## config.mk

```make
export PLATFORM = sky130hd
export DESIGN_NAME = round_robin_arbiter
export DESIGN_NICKNAME = d
export VERILOG_FILES = /design/src/rtl/round_robin_arbiter_pkg.sv /design/src/rtl/round_robin_arbiter_rr_priority_picker.sv /design/src/rtl/round_robin_arbiter.sv
export SDC_FILE = /design/constraint.sdc
export NUM_CORES = 1
export LEC_CHECK = 0
export CAP_MARGIN = 20
export CORE_AREA = 2 2 39 41
export CTS_BUF_LIST = sky130_fd_sc_hd__clkbuf_4 sky130_fd_sc_hd__clkbuf_8
export DETAILED_ROUTE_END_ITERATION = 12
export DIE_AREA = 0 0 41 43
export GPL_ROUTABILITY_DRIVEN = 0
export PLACE_DENSITY = 0.68
export SLEW_MARGIN = 30
export SYNTH_ARGS = -nofsm -noshare
export SYNTH_HDL_FRONTEND = slang
export SYNTH_HIERARCHICAL = 1
export SYNTH_SLANG_ARGS = --single-unit
export TNS_END_PERCENT = 10
```

## constraint.sdc

```tcl
create_clock -name clock -period 1.65 [get_ports clock]
set_clock_uncertainty 0.05 [all_clocks]
set_input_delay 0.165 -clock clock [delete_from_list [all_inputs] [get_ports clock]]
set_output_delay 0.165 -clock clock [all_outputs]
set_load 0.02 [all_outputs]
```

## src/rtl/round_robin_arbiter_pkg.sv

```systemverilog
// rtl/round_robin_arbiter_pkg.sv - shared defaults for the round-robin arbiter
package round_robin_arbiter_pkg;

  localparam int RR_DEFAULT_N = 4;

endpackage

```

## src/rtl/round_robin_arbiter_rr_priority_picker.sv

```systemverilog
// rtl/round_robin_arbiter_rr_priority_picker.sv - rotating-priority picker, first request above ptr wins
module rr_priority_picker
  import round_robin_arbiter_pkg::*;
#(
  parameter int N  = RR_DEFAULT_N,
  parameter int PW = $clog2(N)
) (
  input  logic [N-1:0]  request,
  input  logic [PW-1:0] ptr,
  output logic [N-1:0]  pick,
  output logic          valid,
  output logic [PW-1:0] pick_index
);

  logic [N-1:0] above_mask;
  logic [N-1:0] masked;
  logic [N-1:0] sel;

  // Bits strictly above ptr; empty when ptr is the top index (shift overflows to zero).
  assign above_mask = ~((N'(2) << ptr) - N'(1));
  assign masked     = request & above_mask;
  assign sel        = (|masked) ? masked : request;
  assign pick       = sel & (~sel + N'(1));
  assign valid      = |request;

  always_comb begin
    pick_index = '0;
    for (int i = 0; i < N; i++) begin
      if (pick[i]) begin
        pick_index = PW'(i);
      end
    end
  end

endmodule

```

## src/rtl/round_robin_arbiter.sv

```systemverilog
// rtl/round_robin_arbiter.sv - N-way round-robin arbiter with registered one-hot grant and owner lock
module round_robin_arbiter
  import round_robin_arbiter_pkg::*;
#(
  parameter int N = RR_DEFAULT_N
) (
  input  logic         clock,
  input  logic         reset_b,
  input  logic [N-1:0] request,
  input  logic [N-1:0] lock,
  output logic [N-1:0] grant
);

  localparam int PW = $clog2(N);

  logic [N-1:0]  grant_q;
  logic [PW-1:0] ptr_q;
  logic [N-1:0]  pick;
  logic          pick_valid;
  logic [PW-1:0] pick_index;
  logic          hold;

  rr_priority_picker #(
    .N  (N),
    .PW (PW)
  ) u_picker (
    .request    (request),
    .ptr        (ptr_q),
    .pick       (pick),
    .valid      (pick_valid),
    .pick_index (pick_index)
  );

  // Only the current owner's lock bit matters; it holds even if its request dropped.
  assign hold = |(grant_q & lock);

  always_ff @(posedge clock or negedge reset_b) begin
    if (!reset_b) begin
      grant_q <= '0;
      ptr_q   <= PW'(N - 1);
    end else if (hold) begin
      grant_q <= grant_q;
    end else if (pick_valid) begin
      grant_q <= pick;
      ptr_q   <= pick_index;
    end else begin
      grant_q <= '0;
    end
  end

  assign grant = grant_q;

endmodule

```

==> impl_metrics.json, run 1 <==
{
  "status": "complete, no violations",
  "ant_nets": 0,
  "tns_ps": 0,
  "routed_wl_um": 916,
  "fp.dieH_um": 43,
  "rrSetupSlack_ps": 240,
  "io_buffer_count": 13,
  "grt_pass1_wl_um": 1550,
  "drc_errors": 0,
  "wire_per_inst_um": 11.2,
  "grt_use_total_pct": 12.5,
  "clock-sinks": 6,
  "cts_buffer_depth": 2,
  "hpwl_um": 738,
  "row_count": 14,
  "postCtsSetupBuffers": 0,
  "synth_cell_types": 22,
  "synth-seq-cells": 6,
  "syn_area_um2": 439,
  "crit_required_ps": 1430,
  "vias": 417,
  "ios": 14,
  "cts_tree": "built",
  "max_freq_mhz": 688,
  "synthMuxAreaShare_pct": 14.2,
  "worst-path-buf-inv": 1,
  "clkLatencyLatePin_ps": 240,
  "power_density_nw_per_um2": 1450,
  "max-slew-margin-rel_pct": 82.0,
  "dieArea_um2": 1760,
  "hold_buffers": 0,
  "ys_seq_area_share_pct": 34.8,
  "avgSynthCellArea_um2": 9.15,
  "holdCritPathClass": "primary input to asynchronous set/reset pin",
  "max_stage_delay_ps": 620,
  "slew_violations": 0,
  "critPathKind": "flop to output pin",
  "drv_cap": 0,
  "drive_gt1_share_pct": 21.2,
  "period_needed_ps": 1450,
  "synth-adder-area-share_pct": 0,
  "yosys.area_share.simple_pct": 20.8,
  "yosys_warnings": 6,
  "initial_core_util_pct": 31.7,
  "multiInputGateArea_um2": 259,
  "tightest_slew_ps": 270,
  "antenna_found_initial": 0,
  "end_kind": "output pin",
  "diodes": 0,
  "rsz0062_at_grt": "no",
  "ctsResizeCount": 0,
  "cts_root_buf": "clkbuf_4",
  "synth_top_family_by_area": "compound AO/OA/AOI/OAI gates",
  "grt_pass1_vias": 408,
  "worstPathArrival_ps": 1240,
  "nets": 78,
  "p_leak_nw": 0.273,
  "die_w_um": 41,
  "avgViaCountPerCell": 5.09,
  "cts_made_buffers": 3,
  "worst_ir_drop_vdd_v": 0.000462,
  "hold_violations": 0,
  "path_max_fanout": 3,
  "clk_pin_slew_ps": 50,
  "ctsHtreeMaxLevel": 1,
  "drtIter0Drc": 8,
  "nFillCells": 146,
  "start_kind": "flop",
  "final.period_utilization_pct": 88.1,
  "synth_nets": 58,
  "synth_cells": 48,
  "synth_xor_area_share_pct": 0,
  "grt.overflow.total": 0,
  "grt_max_degree": 10,
  "synth-compound-area-share_pct": 23.9,
  "core_area_um2": 1380,
  "slowest_stage": "clkdlybuf4s50_1",
  "regArea_um2": 153,
  "setup_viol": 0,
  "synthToLayoutAreaGrowth_pct": 43.3,
  "fin_hold_ws_ps": 113,
  "crit_family": "buffers and inverters",
  "dr.pass1.iters": 4,
  "cp_cell_sequence": "clkdlybuf4s50_1"
}
-- registers in the layout, summed over array words and instances, names as in the netlist --
name   count
ptr_q      2
grant      4
-- synth_stat cells (all sizes together) --
| cell | n | share of area, % |
|---|---|---|
| a21oi | 3 | 3.4 |
| mux2 | 2 | 5.1 |
| a32o | 1 | 2.3 |
| nor2 | 4 | 3.4 |
| and3 | 1 | 1.4 |
| inv | 6 | 5.1 |
| nand3 | 1 | 2.3 |
| a221oi | 1 | 2.0 |
| o22ai | 1 | 1.4 |
| dfrtp | 4 | 23 |
| nor2b | 2 | 4.6 |
| nand2 | 6 | 5.1 |
| nand2b | 2 | 2.8 |
| o2bb2ai | 1 | 2.0 |
| nor3 | 1 | 1.1 |
| dfstp | 2 | 12 |
| o221a | 2 | 5.1 |
| clkbuf | 1 | 1.1 |
| a22oi | 2 | 5.7 |
| mux2i | 4 | 9.1 |
| o32ai | 1 | 2.0 |
-- power by group --
part	switching (mW)	leakage, nW	internal (mW)
combinational	0.215	0.186	0.246
sequential	0.0849	0.0732	0.230
clock	0.0525	0.0138	0.0823
-- through the flow --
step	cell area, µm²	worst slack [ps]	utilization, %	total power [mW]	std cells
2_1_floorplan	439	328	-	0.627	48
3_3_place_gp	607	129	43.9	0.777	79
3_5_place_dp	607	106	43.9	0.781	79
4_1_cts	629	184	45.5	0.920	82
5_1_grt	629	140	45.5	0.990	82
6_report	629	197	45.5	0.911	82
-- placed cells by master, fill, tap and decap left out, types with 2 or more instances in the layout --
cell / count
nand2_1: 6
mux2_1: 2
inv_1: 6
nand2b_1: 2
mux2i_1: 4
nor2_1: 4
a21oi_1: 3
dfrtp_1: 4
clkbuf_4: 3
o221a_2: 2
clkdlybuf4s50_1: 13
dfstp_2: 2
a22oi_2: 2
buf_4: 3
-- path summary, 6_finish.rpt --
check	startpoint	end	cells past startpoint
max	grant[1]$_DFFE_PN0N_	grant[1]	1
min	reset_b	grant[0]$_DFFE_PN0N_	1
max reg2reg	ptr_q[0]$_DFFE_PN1P_	ptr_q[0]$_DFFE_PN1P_	4
min reg2reg	grant[3]$_DFFE_PN0N_	grant[3]$_DFFE_PN0N_	2
max in group asynchronous	reset_b	ptr_q[0]$_DFFE_PN1P_	1
min in group clock	grant[3]$_DFFE_PN0N_	grant[3]$_DFFE_PN0N_	2
-- cell families (layout without fill, tap and decap cells) --
| kind of cell | count (synthesis) | count (layout) |
|---|---|---|
| mux | 6 | 6 |
| flops | 6 | 6 |
| buf+inv | 7 | 25 |
| compound gates | 12 | 12 |
| simple gates | 17 | 17 |
-- layout make-up --
class                           count  share of cell area (%)
Clock buffer                        3                    3.58
Inverter                            6                    3.58
Multi-Input combinational cell     35                    41.2
Sequential cell                     6                    24.3
Tap cell                           16                    3.18
Timing Repair Buffer               16                    24.3
-- per-layer routing --
layer | up-vias | GRT usage [%] | wire length, µm
met5 | - | 0 | 0
li1 | 211 | - | -
met2 | 24 | 19.7 | 390
met4 | 0 | 6.00 | 17
met1 | 180 | 16.0 | 426
met3 | 2 | 1.57 | 82
Note: power is estimated with default switching activity, not from simulation.
==> inputs of run 2 (changes only) <==
--- a/config.mk
+++ b/config.mk
@@ -6,10 +6,10 @@
 export NUM_CORES = 1
 export LEC_CHECK = 0
 export CAP_MARGIN = 20
-export CORE_AREA = 2 2 39 41
+export CORE_AREA = 5 5 42 44
 export CTS_BUF_LIST = sky130_fd_sc_hd__clkbuf_4 sky130_fd_sc_hd__clkbuf_8
 export DETAILED_ROUTE_END_ITERATION = 12
-export DIE_AREA = 0 0 41 43
+export DIE_AREA = 0 0 47 49
 export GPL_ROUTABILITY_DRIVEN = 0
 export PLACE_DENSITY = 0.68
 export SLEW_MARGIN = 30
==> impl_metrics.json, run 2 (same netlist as run 1, synthesis figures left out) <==
{
  "status": "complete, no violations",
  "ctsResizeCount": 0,
  "drtIter0Drc": 8,
  "ios": 14,
  "diodes": 0,
  "largest_reg_flops": 4,
  "place_inst": 78,
  "tns_ps": 0,
  "setup_viol": 0,
  "drv_cap": 0,
  "rrSetupSlack_ps": 250,
  "final.period_utilization_pct": 87.8,
  "ctsHtreeMaxLevel": 1,
  "row_count": 14,
  "crit_required_ps": 1430,
  "initial_core_util_pct": 31.3,
  "multiInputGateArea_um2": 259,
  "worstPathArrival_ps": 1230,
  "fp.dieH_um": 49,
  "cts_tree": "built",
  "vias": 421,
  "setup_ws_ps": 202,
  "r2r_cells": 4,
  "p_int_uw": 557,
  "post-place-ws_ps": 61.1,
  "routed_wl_um": 1050,
  "worstReg2RegEnd": "ptr_q[0]$_DFFE_PN1P_",
  "drive_gt1_share_pct": 20.0,
  "nets": 77,
  "ant_nets": 0,
  "cts_made_buffers": 3,
  "dr.pass1.iters": 4,
  "start_kind": "flop",
  "tightest_slew_ps": 289,
  "critPathKind": "flop to output pin",
  "hpwl_um": 823,
  "p_switching_uw": 357,
  "grt_pass1_vias": 391,
  "period_needed_ps": 1450,
  "final_common_cell": "clkdlybuf4s50_1",
  "clkLatencyLatePin_ps": 240,
  "grt_max_degree": 10,
  "antenna_found_initial": 0,
  "grt.overflow.total": 0,
  "p_sw_share_pct": 39.0,
  "comb_power_share_pct": 51.0,
  "hold_violations": 0,
  "dieArea_um2": 2300,
  "cp-startpoint": "grant[2]$_DFFE_PN0N_",
  "slew_violations": 0,
  "grt_pass1_wl_um": 1640,
  "cts_buffer_depth": 2,
  "layout_common_cells": "clkdlybuf4s50_1, nand2_1, inv_1",
  "crit_family": "buffers and inverters",
  "nFillCells": 144,
  "p_leak_nw": 0.268,
  "cp_cell_sequence": "clkdlybuf4s50_1",
  "r2r-start": "ptr_q[0]$_DFFE_PN1P_",
  "crit_end": "grant[2]",
  "worst-path-buf-inv": 1,
  "wire_per_inst_um": 12.9,
  "max-slew-margin-rel_pct": 80.7,
  "stdcell_count": 81,
  "die_w_um": 47,
  "grt_use_total_pct": 10.2,
  "max_freq_mhz": 690,
  "pwr-share-clk_pct": 14.3,
  "drc_errors": 0,
  "io_buffer_count": 13,
  "max_stage_delay_ps": 620,
  "cts_root_buf": "clkbuf_4",
  "path_max_fanout": 3,
  "postCtsSetupBuffers": 0,
  "power_density_nw_per_um2": 1470,
  "avgViaCountPerCell": 5.20,
  "worst_ir_drop_vdd_v": 0.000614,
  "hold_buffers": 0,
  "clk_pin_slew_ps": 40,
  "slowest_stage": "clkdlybuf4s50_1",
  "end_kind": "output pin",
  "core_area_um2": 1400,
  "path_depth": 1,
  "clock-sinks": 6,
  "pwr-share-seq_pct": 34.7,
  "rsz0062_at_grt": "no",
  "synthToLayoutAreaGrowth_pct": 41.6,
  "holdCritPathClass": "primary input to asynchronous set/reset pin",
  "regArea_um2": 153
}
==> run 2: final cells by class <==
cell class,instances,area share [%]
Tap cell,16,3.22
Sequential cell,6,24.5
Inverter,6,3.62
Clock buffer,3,3.62
Multi-Input combinational cell,35,41.6
Timing Repair Buffer,15,23.3
==> run 2: stage by stage <==
step	power, mW	instance area, µm²	utilization (%)	hold WS [ps]
2_1_floorplan	0.627	439	-	-181
3_3_place_gp	0.776	599	42.8	370
3_5_place_dp	0.782	599	42.8	387
4_1_cts	0.926	622	44.4	119
5_1_grt	0.987	622	44.4	127
6_report	0.914	622	44.4	122
==> run 2: worst min-delay path by stage <==
stage / to / slack (ps) / cells after the start
6_report: grant[2]$_DFFE_PN0N_ / 120 / 1
3_3_place_gp: grant[2]$_DFFE_PN0N_ / 370 / 1
3_5_place_dp: grant[3]$_DFFE_PN0N_ / 390 / 1
4_1_cts: grant[2]$_DFFE_PN0N_ / 120 / 1
2_1_floorplan: grant[0]$_DFFE_PN0N_ / -180 / 0
5_1_grt: grant[3]$_DFFE_PN0N_ / 130 / 1
==> run 2: worst reg2reg max path, cell delays in order (launching register included) <==
cell	delay, ps
dfstp_2	600
nand2b_1	160
and3_1	170
o32ai_1	60
mux2_1	280
==> run 2: power groups by stage <==
stage               Sequential [mW]  Combinational, mW  Clock [mW]
finish                        0.317              0.466       0.131
global route                  0.325              0.505       0.156
CTS                           0.316              0.467       0.143
detailed placement            0.317              0.465           0
global placement              0.316              0.460           0
floorplan                     0.324              0.302           0
==> run 2: layer usage <==
metal	track usage (%)	vias to the layer above	wire [µm]
met2	14.9	20	535
met4	9.68	0	4
met5	0	-	0
met1	11.1	187	420
li1	-	212	-
met3	2.58	2	86
